**src/rtl/mem_port_arbiter.sv**
```systemverilog
// -----------------------------------------------------------------------------
// mem_port_arbiter
//
// Purpose:
//   Shares the CPU's single memory port between the instruction-fetch
//   requester and the load/store requester. At most one access is in flight:
//   a request seen in IDLE is latched, granted with a one-cycle pulse, driven
//   onto the memory port for MEM_LAT cycles, and completed with a one-cycle
//   valid pulse to the winning requester.
//
// Parameters:
//   AW       address width
//   DW       data width
//   MEM_LAT  memory read/write latency in cycles (1..15)
//
// Ports:
//   iClk, iRst                    clock (rising edge), async active-high reset
//   iIfReq, iIfAddr               fetch request and address
//   oIfGnt, oIfValid, oIfData     fetch grant pulse, valid pulse, fetched word
//   iDReq, iDWe, iDAddr, iDWData  load/store request, store enable, addr, data
//   oDGnt, oDValid, oDRData       data grant pulse, valid/ack pulse, load data
//   oMemAddr, oMemData            memory address / write data
//   iMemData                      memory read data
//   oMemRead, oMemWrite           memory strobes
//
// Configuration:
//   MEM_ARB_RR_EN  when defined, simultaneous requests go to the port that was
//                  not granted last. When undefined, the data port always wins
//                  a collision.
// -----------------------------------------------------------------------------
module mem_port_arbiter #(
    parameter int AW      = 32,
    parameter int DW      = 32,
    parameter int MEM_LAT = 1
) (
    input  logic          iClk,
    input  logic          iRst,
    input  logic          iIfReq,
    input  logic [AW-1:0] iIfAddr,
    output logic          oIfGnt,
    output logic          oIfValid,
    output logic [DW-1:0] oIfData,
    input  logic          iDReq,
    input  logic          iDWe,
    input  logic [AW-1:0] iDAddr,
    input  logic [DW-1:0] iDWData,
    output logic          oDGnt,
    output logic          oDValid,
    output logic [DW-1:0] oDRData,
    output logic [AW-1:0] oMemAddr,
    output logic [DW-1:0] oMemData,
    input  logic [DW-1:0] iMemData,
    output logic          oMemRead,
    output logic          oMemWrite
);

    typedef enum logic [1:0] {
        IDLE   = 2'd0,
        ACCESS = 2'd1,
        RESP   = 2'd2
    } state_t;

    // Last value of the latency counter; the access ends when the counter
    // reaches it.
    localparam logic [3:0] LAST_CNT = 4'(MEM_LAT - 1);

    state_t        state_q;
    state_t        state_d;
    logic [3:0]    cnt_q;
    logic [3:0]    cnt_d;
    logic          win_data_q;
    logic          win_data_d;
    logic          we_q;
    logic          we_d;
    logic          latch;
    logic          capture;
    logic          pick_data;
    logic [AW-1:0] mem_addr_q;
    logic [DW-1:0] mem_data_q;
    logic [DW-1:0] if_data_q;
    logic [DW-1:0] d_rdata_q;

`ifdef MEM_ARB_RR_EN
    // Set when the data port received the most recent grant; reset state
    // means "fetch granted last", so the first collision goes to data.
    logic          last_data_q;

    // A lone request always wins; on a collision the port not granted last wins.
    always_comb begin
        pick_data = iDReq && (!iIfReq || !last_data_q);
    end

    always_ff @(posedge iClk or posedge iRst) begin
        if (iRst) begin
            last_data_q <= 1'b0;
        end else if (latch) begin
            last_data_q <= pick_data;
        end
    end
`else
    // Fixed priority: the data port wins whenever it is requesting.
    always_comb begin
        pick_data = iDReq;
    end
`endif

    // State, counter and latched-access registers.
    always_ff @(posedge iClk or posedge iRst) begin
        if (iRst) begin
            state_q    <= IDLE;
            cnt_q      <= 4'd0;
            win_data_q <= 1'b0;
            we_q       <= 1'b0;
        end else begin
            state_q    <= state_d;
            cnt_q      <= cnt_d;
            win_data_q <= win_data_d;
            we_q       <= we_d;
        end
    end

    // Next-state logic. Requests are only looked at in IDLE, so a requester
    // that keeps its request high past the grant cannot start a second access.
    always_comb begin
        state_d    = state_q;
        cnt_d      = cnt_q;
        win_data_d = win_data_q;
        we_d       = we_q;
        latch      = 1'b0;
        capture    = 1'b0;
        unique case (state_q)
            IDLE: begin
                if (iDReq || iIfReq) begin
                    latch      = 1'b1;
                    win_data_d = pick_data;
                    we_d       = pick_data && iDWe;
                    cnt_d      = 4'd0;
                    state_d    = ACCESS;
                end
            end
            ACCESS: begin
                if (cnt_q == LAST_CNT) begin
                    capture = 1'b1;
                    cnt_d   = 4'd0;
                    state_d = RESP;
                end else begin
                    cnt_d = cnt_q + 4'd1;
                end
            end
            RESP: begin
                state_d = IDLE;
            end
            default: begin
                state_d = IDLE;
                cnt_d   = 4'd0;
            end
        endcase
    end

    // Memory-port address/data are latched at acceptance and then simply
    // held, so they keep their last value outside ACCESS. A fetch leaves the
    // write-data register untouched.
    always_ff @(posedge iClk or posedge iRst) begin
        if (iRst) begin
            mem_addr_q <= '0;
            mem_data_q <= '0;
        end else if (latch) begin
            mem_addr_q <= pick_data ? iDAddr : iIfAddr;
            if (pick_data) begin
                mem_data_q <= iDWData;
            end
        end
    end

    // Read data lands in the winner's register on the last ACCESS cycle.
    // Stores only acknowledge, so the load-data register keeps its value.
    always_ff @(posedge iClk or posedge iRst) begin
        if (iRst) begin
            if_data_q <= '0;
            d_rdata_q <= '0;
        end else if (capture) begin
            if (!win_data_q) begin
                if_data_q <= iMemData;
            end else if (!we_q) begin
                d_rdata_q <= iMemData;
            end
        end
    end

    // Pulses and strobes are decoded from registered state only, so an async
    // reset drops all of them in the same instant.
    always_comb begin
        oIfGnt    = (state_q == ACCESS) && (cnt_q == 4'd0) && !win_data_q;
        oDGnt     = (state_q == ACCESS) && (cnt_q == 4'd0) &&  win_data_q;
        oMemRead  = (state_q == ACCESS) && !we_q;
        oMemWrite = (state_q == ACCESS) &&  we_q;
        oIfValid  = (state_q == RESP) && !win_data_q;
        oDValid   = (state_q == RESP) &&  win_data_q;
        oMemAddr  = mem_addr_q;
        oMemData  = mem_data_q;
        oIfData   = if_data_q;
        oDRData   = d_rdata_q;
    end

endmodule
```
**config.mk**
```make
export PLATFORM = sky130hd
export DESIGN_NAME = mem_port_arbiter
export DESIGN_NICKNAME = d
export VERILOG_FILES = /design/src/rtl/mem_port_arbiter.sv
export SDC_FILE = /design/constraint.sdc
export NUM_CORES = 1
export LEC_CHECK = 0
export BUFFER_PORTS_ARGS = -buffer_cell sky130_fd_sc_hd__buf_2
export CELL_PAD_IN_SITES_DETAIL_PLACEMENT = 0
export CELL_PAD_IN_SITES_GLOBAL_PLACEMENT = 1
export CORE_MARGIN = 3
export CORE_UTILIZATION = 34
export CTS_BUF_LIST = sky130_fd_sc_hd__clkbuf_8
export DETAILED_ROUTE_END_ITERATION = 16
export HOLD_SLACK_MARGIN = 0.05
export PLACE_DENSITY_LB_ADDON = 0.2
export SLEW_MARGIN = 10
export SYNTH_ARGS = -nofsm -noshare
export SYNTH_HDL_FRONTEND = slang
export SYNTH_SLANG_ARGS = --single-unit
```
**constraint.sdc**
```tcl
create_clock -name iClk -period 4.13 [get_ports iClk]
set_input_delay 0.2065 -clock iClk [delete_from_list [all_inputs] [get_ports iClk]]
set_output_delay 0.2065 -clock iClk [all_outputs]
set_load 0.03 [all_outputs]
```
==> flow_summary_export.csv <==
group,metric,value,unit
synth,syn_area_per_cell,16.28,um2
synth,synth_area,5746,um2
floorplan,die_h,136.0,um
routing,wl,14.13,mm
cells_and_area,diodes,0,
timing,finalHoldViolations,0,
global_routing,grt_first_pass_wirelength,22.11,mm
power,peakVddDrop,0.4941,mV
global_routing,grt_pass1_vias,4465,
hold_path,hp-class,"primary input to flop",
timing,slew_headroom,32.20,%
synth,synth-edff-count,0,
cts,clockBufferDepth,2,
routing,routedWlPerCell,15.39,um
worst_setup_path,path_cells,"inv_1 > ha_1 > nor2b_1 > nand3b_4 > inv_1 > buf_2",
cts,cts-resized-gates,0,
place,placed_cells,821,
synth,synth_common_cells,"dfrtp_1, mux2_2, mux2_4",
cells_and_area,finish.utilization,51.53,%
synth,synth-simple-area-share,3.158,%
routing,drt_iter0_markers,79,
routing,num_vias,4086,
global_routing,grt_overflow,0,
synth,synthArstFlopShare,100.0,%
cts,cts_tree,"built",
floorplan,ios,267,
worst_setup_path,required,3.92,ns
routing,drcViolationCount,0,
synth,yosys.area_share.adder,0.4355,%
cts,htreeDepth,4,
cells_and_area,area_growth,45.58,%
synth,synthXorXnorAreaFrac,0.1524,%
synth,synth_top_family_by_area,"multiplexers",
place,gp_congestion,0.7423,
timing,fin_crit_sh,61.19,%
global_routing,antenna_found_initial,0,
cells_and_area,fin_cells,918,
cells_and_area,nNetsFinal,825,
synth,ys_warn_count,0,
worst_setup_path,start_kind,"flop",
cts,hold_buffers,66,
worst_setup_path,cp-end-kind,"output port",
synth,synth_cell_types,34,
routing,firstDrtPassIters,4,
timing,finalSetupTns,0,ns
synth,yosysSeqAreaShare,59.23,%
worst_setup_path,path_class,"flop to output port",
cts,clkSlewWorstSetupHoldPaths,0.08,ns
worst_setup_path,slowest_stage,"nand3b_4",
global_routing,grt_max_degree,115,
synth,synth-compound-area-share,0.8275,%
floorplan,initial_core_util,35.40,%
cts,cts_setup_buffers,0,
place,portBuffers,266,
cts,insertion_delay,0.43,ns
power,p_per_area,859.7,nW/um2
synth,syn_inst,353,
outcome,status,"finished, final reports clean",
cts,cts.sinks,136,
timing,period_minus_slack,2.527,ns
global_routing,grt_use_total,15.25,%
power,p_leak,4.098,nW
synth,synthFlopType,"dfrtp_1",
timing,setup_viol,0,
synth,synthMuxAreaShare,33.49,%
floorplan,die_w,136.0,um
synth,synth.net_count,488,
timing,slew_violations,0,
worst_setup_path,slowest_delay,0.49,ns
cts,cts-root-buf,"clkbuf_8",
synth,synth_top_area_share,59.23,%
cts,numCtsBuffers,17,
synth,yosysMostFrequentCell,"dfrtp_1",
floorplan,die-area,18490,um2
timing,fin_skew,0.009099,ns
routing,ant_nets,0,
worst_setup_path,critical_path_arrival,2.32,ns
timing,max_freq,0.3957,GHz
cells_and_area,drive_gt1_share,65.95,%
timing,rsz0062_at_grt,"false",
floorplan,core,16230,um2
floorplan,placementRows,46,
place,dp_hpwl,9.867,mm
timing,worstMarginPinSlew,1.017,ns
synth,ys_ff_latch,136,
worst_setup_path,crit_top_cell,"inv_1",
routing,viasPerCell,4.451,
cells_and_area,fill_cells,1443,
synth,synth_top_area_cell,"dfrtp_1",
synth,synth_area_leaders,"dfrtp_1, mux2_2, mux2_4",
worst_setup_path,crit_path_max_fanout,33,
run,cap_violations,0,
==> final cells by class <==
type	count	area (um2)	share of cell area, %
sequential	136	3403	40.69
multi-input combinational	193	2200	26.30
timing repair buffer	336	2022	24.17
tap	216	270.3	3.231
clock buffer	18	247.7	2.962
clock inverter	13	193.9	2.319
inverter	6	27.53	0.3291
==> routing by layer <==
| metal | vias to the layer above | global-route usage, % | wire length (um) |
|---|---|---|---|
| li1 | 1925 | - | - |
| met1 | 1993 | 16.94 | 5434 |
| met2 | 152 | 27.24 | 7354 |
| met3 | 16 | 5.514 | 1118 |
| met4 | 0 | 4.815 | 222 |
| met5 | - | 0 | 0 |
==> worst max-delay path, delay by kind of cell (launching register included) <==
kind                     cells  cell delay, ns
flip-flops                   1            0.41
AND/OR/NAND/NOR              2            0.86
buffers and inverters        3            0.45
adder cells (fa/ha/maj)      1            0.16
==> layout by cell type (no fill, tap or decap), drive strengths merged, types with 3 or more instances in the layout <==
cell	synthesis	layout
buf	15	270
mux2	160	160
dfrtp	136	136
dlygate4sd3	0	66
clkbuf	3	18
inv	6	9
bufinv	0	4
clkinvlp	0	3
nor3b	3	3
clkinv	0	3
==> power by group <==
| group | internal, mW | switching [mW] | leakage (nW) | total (mW) |
|---|---|---|---|---|
| Clock | 0.679 | 0.531 | 0.214 | 1.21 |
| Combinational | 1.43 | 2.18 | 2.28 | 3.61 |
| Sequential | 2.00 | 0.364 | 1.60 | 2.37 |
| Total | 4.11 | 3.08 | 4.10 | 7.19 |
==> worst paths after layout <==
check,cells past startpoint,slack (ns),end,from
max in group asynchronous,4,2.61,oMemAddr[13],iRst
min in group asynchronous,3,0.57,oMemData[15],iRst
max,6,1.60,oIfGnt,cnt_q[0]
min reg2reg,1,0.49,oMemAddr[24],oMemAddr[24]
min,3,0.12,oMemAddr[24],iDAddr[24]
max reg2reg,5,1.68,oDRData[21],cnt_q[0]
==> sequential cells by signal, indices dropped and copies added (netlist names) <==
| register | count |
|---|---|
| oMemAddr | 32 |
| we_q | 1 |
| state_q | 2 |
| win_data_q | 1 |
| oDRData | 32 |
| cnt_q | 4 |
| oIfData | 32 |
| oMemData | 32 |
==> through the flow <==
| step | hold WS, ns | power (mW) | cell area (um2) | setup WS [ns] |
|---|---|---|---|---|
| 2_1_floorplan | 0.3382 | 4.972 | 5746 | 0.2840 |
| 3_3_place_gp | 0.4384 | 5.934 | 7262 | 1.721 |
| 3_5_place_dp | 0.4416 | 5.996 | 7262 | 1.643 |
| 4_1_cts | 0.09027 | 7.285 | 8364 | 1.549 |
| 5_1_grt | 0.08246 | 7.588 | 8364 | 1.361 |
| 6_report | 0.1239 | 7.190 | 8364 | 1.603 |
==> logic make-up after synthesis <==
logic type,count (synthesis)
multiplexers,161
flip-flops,136
buffers and inverters,24
AND/OR/NAND/NOR,22
AO/OA/AOI/OAI,7
adder cells (fa/ha/maj),2
XOR/XNOR,1
No activity file was read; power rests on OpenSTA's default activity.
